### src/rtl/ls_exec_pkg.sv
// ls_exec_pkg: constants shared by the load/store execution unit and its users.
//   - opcode encodings for LB LH LW LBU LHU SB SH SW
//   - memLen encodings (byte / half / word)
//   - idle ("free") values driven on the write-back and memory buses
//   - FSM state type and the opcode decode helper
package ls_exec_pkg;

    localparam logic [5:0] OP_LB  = 6'h03;
    localparam logic [5:0] OP_LH  = 6'h04;
    localparam logic [5:0] OP_LW  = 6'h05;
    localparam logic [5:0] OP_LBU = 6'h06;
    localparam logic [5:0] OP_LHU = 6'h07;
    localparam logic [5:0] OP_SB  = 6'h08;
    localparam logic [5:0] OP_SH  = 6'h09;
    localparam logic [5:0] OP_SW  = 6'h0A;

    localparam logic [1:0] LEN_BYTE = 2'd0;
    localparam logic [1:0] LEN_HALF = 2'd1;
    localparam logic [1:0] LEN_WORD = 2'd2;

    localparam logic [31:0] DATA_FREE = 32'h0;
    localparam logic [7:0]  TAG_FREE  = 8'h0;
    localparam logic [7:0]  NAME_FREE = 8'h0;

    typedef enum logic [1:0] {
        S_IDLE = 2'd0,
        S_MEM  = 2'd1,
        S_WB   = 2'd2
    } ls_state_e;

    typedef struct packed {
        logic       valid;  // opcode is a load/store
        logic       store;
        logic       sgn;    // sign-extend the load result
        logic [1:0] len;
    } ls_dec_t;

    function automatic ls_dec_t ls_decode(input logic [5:0] op);
        ls_dec_t d;
        d = '{valid: 1'b1, store: 1'b0, sgn: 1'b0, len: LEN_WORD};
        case (op)
            OP_LB:   begin d.sgn = 1'b1; d.len = LEN_BYTE; end
            OP_LH:   begin d.sgn = 1'b1; d.len = LEN_HALF; end
            OP_LW:   d.len = LEN_WORD;
            OP_LBU:  d.len = LEN_BYTE;
            OP_LHU:  d.len = LEN_HALF;
            OP_SB:   begin d.store = 1'b1; d.len = LEN_BYTE; end
            OP_SH:   begin d.store = 1'b1; d.len = LEN_HALF; end
            OP_SW:   begin d.store = 1'b1; d.len = LEN_WORD; end
            default: begin d.valid = 1'b0; d.len = LEN_BYTE; end
        endcase
        return d;
    endfunction

endpackage

### src/rtl/ls_exec_extend.sv
// ls_extend: combinational load-data extension, also used by the fetch path.
// Ports:
//   rdata in  DATA_W : right-aligned memory read data
//   len   in  2      : LEN_BYTE / LEN_HALF / LEN_WORD
//   sgn   in  1      : 1 = sign-extend, 0 = zero-extend
//   ext   out DATA_W : extended result
module ls_extend
    import ls_exec_pkg::*;
#(
    parameter int DATA_W = 32
) (
    input  logic [DATA_W-1:0] rdata,
    input  logic [1:0]        len,
    input  logic              sgn,
    output logic [DATA_W-1:0] ext
);

    always_comb begin
        ext = rdata;
        case (len)
            LEN_BYTE: ext = {{(DATA_W-8){sgn & rdata[7]}}, rdata[7:0]};
            LEN_HALF: ext = {{(DATA_W-16){sgn & rdata[15]}}, rdata[15:0]};
            default:  ext = rdata;
        endcase
    end

endmodule

### src/rtl/ls_exec.sv
// ls_exec: load/store execution unit. Takes one issued op, forms the
// effective address, runs the memReq/memDone handshake, then retires via
// LSdone and (for loads) the LS write-back bus.
// Optional feature macro: LS_ALIGN_CHECK_EN (misaligned half/word accesses
// skip memory and raise LSmisalign; adds the LSmisalign port).
// Ports:
//   clk, rst (async, active-high)
//   LSworkEn, operandO, operandT, imm, wrtTag, wrtName, opCode : issued op
//   LSreadEn, LSdone                                        : to LS buffer
//   enLSwrt, LStag, LSdata, LSname                          : write-back bus
//   memReq, memWe, memLen, memAddr, memWdata, memDone, memRdata : memory
//
// state  | meaning
// S_IDLE | ready for an op; LSreadEn high unless one is arriving
// S_MEM  | memory request outstanding, waiting for memDone
// S_WB   | one-cycle retire: LSdone (and enLSwrt for loads) high
module ls_exec
    import ls_exec_pkg::*;
#(
    parameter int DATA_W = 32,
    parameter int TAG_W  = 4,
    parameter int NAME_W = 5,
    parameter int OP_W   = 6
) (
    input  logic              clk,
    input  logic              rst,
    input  logic              LSworkEn,
    input  logic [DATA_W-1:0] operandO,
    input  logic [DATA_W-1:0] operandT,
    input  logic [DATA_W-1:0] imm,
    input  logic [TAG_W-1:0]  wrtTag,
    input  logic [NAME_W-1:0] wrtName,
    input  logic [OP_W-1:0]   opCode,
    output logic              LSreadEn,
    output logic              LSdone,
    output logic              enLSwrt,
    output logic [TAG_W-1:0]  LStag,
    output logic [DATA_W-1:0] LSdata,
    output logic [NAME_W-1:0] LSname,
    output logic              memReq,
    output logic              memWe,
    output logic [1:0]        memLen,
    output logic [DATA_W-1:0] memAddr,
    output logic [DATA_W-1:0] memWdata,
`ifdef LS_ALIGN_CHECK_EN
    output logic              LSmisalign,
`endif
    input  logic              memDone,
    input  logic [DATA_W-1:0] memRdata
);

    ls_state_e         state;
    ls_dec_t           dec;
    logic [DATA_W-1:0] eff_addr;
    logic [DATA_W-1:0] ext_data;
    logic [TAG_W-1:0]  lat_tag;
    logic [NAME_W-1:0] lat_name;
    logic              lat_load;
    logic              lat_sgn;

    assign dec      = ls_decode(6'(opCode));
    assign eff_addr = operandO + imm;  // wraps mod 2^DATA_W
    assign LSreadEn = (state == S_IDLE) && !LSworkEn;

`ifdef LS_ALIGN_CHECK_EN
    logic misalign;
    assign misalign = ((dec.len == LEN_HALF) && eff_addr[0]) ||
                      ((dec.len == LEN_WORD) && (eff_addr[1:0] != 2'b00));
`endif

    ls_extend #(.DATA_W(DATA_W)) u_extend (
        .rdata (memRdata),
        .len   (memLen),
        .sgn   (lat_sgn),
        .ext   (ext_data)
    );

    always_ff @(posedge clk or posedge rst) begin
        if (rst) begin
            state    <= S_IDLE;
            LSdone   <= 1'b0;
            enLSwrt  <= 1'b0;
            LStag    <= TAG_W'(TAG_FREE);
            LSname   <= NAME_W'(NAME_FREE);
            LSdata   <= DATA_W'(DATA_FREE);
            memReq   <= 1'b0;
            memWe    <= 1'b0;
            memLen   <= LEN_BYTE;
            memAddr  <= DATA_W'(DATA_FREE);
            memWdata <= DATA_W'(DATA_FREE);
            lat_tag  <= TAG_W'(TAG_FREE);
            lat_name <= NAME_W'(NAME_FREE);
            lat_load <= 1'b0;
            lat_sgn  <= 1'b0;
`ifdef LS_ALIGN_CHECK_EN
            LSmisalign <= 1'b0;
`endif
        end else begin
            case (state)
                S_IDLE: begin
                    if (LSworkEn) begin
                        if (!dec.valid) begin
                            // Non-LS opcode: retire as a NOP with no access.
                            LSdone <= 1'b1;
                            state  <= S_WB;
                        end else begin
                            lat_tag  <= wrtTag;
                            lat_name <= wrtName;
                            lat_load <= !dec.store;
                            lat_sgn  <= dec.sgn;
                            memWe    <= dec.store;
                            memLen   <= dec.len;
                            memAddr  <= eff_addr;
                            memWdata <= operandT;
`ifdef LS_ALIGN_CHECK_EN
                            if (misalign) begin
                                LSdone     <= 1'b1;
                                LSmisalign <= 1'b1;
                                enLSwrt    <= !dec.store;
                                LStag      <= dec.store ? TAG_W'(TAG_FREE) : wrtTag;
                                LSname     <= dec.store ? NAME_W'(NAME_FREE) : wrtName;
                                LSdata     <= dec.store ? DATA_W'(DATA_FREE) : '0;
                                state      <= S_WB;
                            end else begin
                                memReq <= 1'b1;
                                state  <= S_MEM;
                            end
`else
                            memReq <= 1'b1;
                            state  <= S_MEM;
`endif
                        end
                    end
                end
                S_MEM: begin
                    if (memDone) begin
                        memReq  <= 1'b0;
                        LSdone  <= 1'b1;
                        enLSwrt <= lat_load;
                        LStag   <= lat_load ? lat_tag : TAG_W'(TAG_FREE);
                        LSname  <= lat_load ? lat_name : NAME_W'(NAME_FREE);
                        LSdata  <= lat_load ? ext_data : DATA_W'(DATA_FREE);
                        state   <= S_WB;
                    end
                end
                S_WB: begin
                    LSdone  <= 1'b0;
                    enLSwrt <= 1'b0;
                    LStag   <= TAG_W'(TAG_FREE);
                    LSname  <= NAME_W'(NAME_FREE);
                    LSdata  <= DATA_W'(DATA_FREE);
`ifdef LS_ALIGN_CHECK_EN
                    LSmisalign <= 1'b0;
`endif
                    state   <= S_IDLE;
                end
                default: state <= S_IDLE;
            endcase
        end
    end

endmodule

### config.mk
export PLATFORM = sky130hd
export DESIGN_NAME = ls_exec
export DESIGN_NICKNAME = d
export VERILOG_FILES = /design/src/rtl/ls_exec_pkg.sv /design/src/rtl/ls_exec_extend.sv /design/src/rtl/ls_exec.sv
export SDC_FILE = /design/constraint.sdc
export NUM_CORES = 1
export LEC_CHECK = 0
export CAP_MARGIN = 15
export CORE_MARGIN = 2
export CORE_UTILIZATION = 35
export DETAILED_ROUTE_END_ITERATION = 8
export MAX_ROUTING_LAYER = met4
export PLACE_DENSITY = 0.74
export SLEW_MARGIN = 30
export SYNTH_ARGS = -nofsm -noshare
export SYNTH_HDL_FRONTEND = slang
export SYNTH_SLANG_ARGS = --single-unit
### constraint.sdc
create_clock -name clk -period 9.14 [get_ports clk]
set_clock_uncertainty 0.15 [all_clocks]
set_input_delay 2.742 -clock clk [delete_from_list [all_inputs] [get_ports clk]]
set_output_delay 2.742 -clock clk [all_outputs]
set_load 0.1 [all_outputs]
==> metrics.csv <==
stage,metric,value,unit
timing,tightest_slew,1030,ps
floorplan,chipHeight,140,um
timing,finalCritPeriodShare,0.812,
setup_path,cp_common_cell,clkdlybuf4s50_1,
floorplan,pin_count,259,
route,wl_met3,1090,um
route,routed-via-count,5948,
timing,setup_viol,0,
clock_network,cts_root_buf,clkbuf_16,
clock_network,cts-resized-gates,0,
route,viasPerCell,4.99,
route,dr.pass1.iters,6,
setup_path,path_class,input pin to output pin,
floorplan,dieArea,19500,um2
floorplan,num_rows,49,
route,drt-met1-wl,8000,um
clock_network,htree_levels,4,
clock_network,clk_pin_slew,60,ps
logic_synthesis,synth_edf_count,0,
final_layout,final_core_util,0.545,
clock_network,numCtsBuffers,17,
global_routing,grt_start_max_net_pins,112,
route,drt_iter0_drc,337,
clock_network,ctsLongestPathBuffers,2,
timing,slew_violations,0,
route,drc,0,
setup_path,slowest_delay,1160,ps
logic_synthesis,synth_area_leaders,"dfrtp_1, nand2_1, ha_1",
logic_synthesis,yosysWarningCount,0,
job,drv_cap,0,
logic_synthesis,synthesis.area,6440,um2
clock_network,post-cts-setup-buffers,0,
place,placed_cells,1160,
timing,slew_headroom,0.313,
setup_path,path_delay_family,buffers and inverters,
logic_synthesis,synth_seq_cells,124,
route,dr_wl_met2,9190,um
setup_path,cp_cell_sequence,clkdlybuf4s50_1 -> nor3_1 -> clkdlybuf4s50_1,
logic_synthesis,async_flop_share,1.00,
logic_synthesis,syn-num-nets,879,
logic_synthesis,synth_flop_cell,dfrtp_1,
global_routing,antenna_found_initial,0,
logic_synthesis,yosysTopAreaCell,dfrtp_1,
final_layout,fin_cells,1192,
floorplan,core_area,18000,um2
timing,holdWs,323,ps
logic_synthesis,netlist-cell-type-count,58,
route,routedWlPerCell,15.6,um
timing,post-route-min-period,7420,ps
setup_path,slowest_stage,clkdlybuf4s50_1,
global_routing,grt.overflow.total,0,
global_routing,grt_usage,0.196,
final_layout,fillers,1627,
setup_path,critical_path_required,6250,ps
final_layout,area_growth,52.4,%
place,io_buffers,258,
final_layout,most-common-layout-cells,"clkdlybuf4s50_1, nand2_1, dfrtp_1",
power_and_ir_drop,p_leak,4.49,nW
power_and_ir_drop,finalPower,2.76,mW
logic_synthesis,synth_top_cell_area_share,0.482,
logic_synthesis,syn_inst,700,
outcome,outcome,finished clean,
clock_network,clock_latency,410,ps
final_layout,fin_nets,1129,
place,dp_hpwl,13700,um
hold_path,hold_path.class,register to register,
setup_path,path_max_fanout,4,
power_and_ir_drop,power_density,282,nW/um2
final_layout,multi_input_area,3160,um2
floorplan,die_w,140,um
clock_network,cts.sink_count,124,
setup_path,crit_path_end_kind,output pin,
final_layout,drive_gt1_frac,0.0623,
timing,rsz0062_at_grt,false,
global_routing,grt_pass1_vias,5785,
route,ant_nets,0,
power_and_ir_drop,ir_drop,0.226,mV
final_layout,antenna_cells,0,
logic_synthesis,synth-seq-area-share,0.482,
route,top_layer,met4,
final_layout,layout_commonest_cell,clkdlybuf4s50_1,
clock_network,cts_tree,built,
logic_synthesis,syn_area_per_cell,9.20,um2
setup_path,cp-start-kind,input pin,
route,routed_wl,18500,um
place,place_congestion,0.861,
timing,final-hold-violation-count,0,
timing,fmax,135,MHz
global_routing,grt_pass1_wl,30000,um
final_layout,regArea,3100,um2
setup_path,crit_arrival,4530,ps
setup_path,critPathBufInv,2,
timing,tns,0,ps
floorplan,initial_utilization,0.357,
clock_network,cts-hold-fix-buffers,0,
[cells by family (layout without fill, tap and decap cells)]
logic type,Yosys count,in the layout,synth area share
simple gates,274,274,0.179
compound gates,191,191,0.201
xor+xnor,30,30,0.0408
buf+inv,48,311,0.0318
fa+ha+maj,32,32,0.0633
flops,124,124,0.482
mux,1,1,0.00175
[area by class of cell]
type | count | share of cell area
Clock inverter | 15 | 0.0140
Inverter | 14 | 0.00561
Clock buffer | 17 | 0.0433
Tap cell | 229 | 0.0292
Timing Repair Buffer | 265 | 0.270
Multi-Input combinational cell | 528 | 0.321
Sequential cell | 124 | 0.316
[path summary, 6_finish.rpt]
check                             start           end  slack [ps]  cells after the start
max                            LSworkEn      LSreadEn        1720                      3
min                        memWdata[16]  memWdata[16]         320                      2
max reg2reg                    state[0]    LSdata[18]        7070                      5
min reg2reg                memWdata[16]  memWdata[16]         320                      2
max in group asynchronous           rst  memWdata[27]        5100                      3
min in group asynchronous           rst  memWdata[11]        2620                      2
[sequential cells by signal, summed over array words and instances, names as in the netlist, 2 cells and up]
signal    count
LSdata       32
lat_tag       4
state         2
LSname        5
memWdata     32
LStag         4
memAddr      32
lat_name      5
memLen        2
[report_power, final]
group	internal [mW]	leakage, nW	total, mW	switching, mW
Clock	0.377	0.264	0.640	0.262
Sequential	0.671	1.62	0.742	0.0705
Combinational	0.338	2.60	1.38	1.04
Total	1.39	4.49	2.76	1.38
[per-stage QoR]
| stage | worst slack, ps | instance area [um2] |
|---|---|---|
| floorplan | 1480 | 6440 |
| global placement | 1720 | 9220 |
| detailed placement | 1740 | 9250 |
| CTS | 1730 | 9810 |
| global route | 1650 | 9820 |
| finish | 1720 | 9820 |
[cell usage after synthesis, drive strengths merged, types with 6 or more instances]
| library cell | count |
|---|---|
| nand2b | 20 |
| a21oi | 40 |
| a22o | 42 |
| nand4 | 6 |
| inv | 14 |
| clkbuf | 24 |
| a21o | 14 |
| ha | 31 |
| nor2 | 21 |
| nand2 | 203 |
| dfrtp | 124 |
| xnor2 | 19 |
| o21ai | 58 |
| buf | 10 |
| xor2 | 11 |
| nand3 | 6 |
[worst min-delay path, stage by stage (launching register included)]
cell	delay (ps)
dfrtp_1	340
nand2_1	50
nand2_1	50
[metal layers]
metal	GRT usage	vias up
li1	-	2920
met1	0.240	2812
met2	0.326	197
met3	0.0465	19
met4	0.0574	0
met5	-	-
Power figures use the tool's default switching activity.
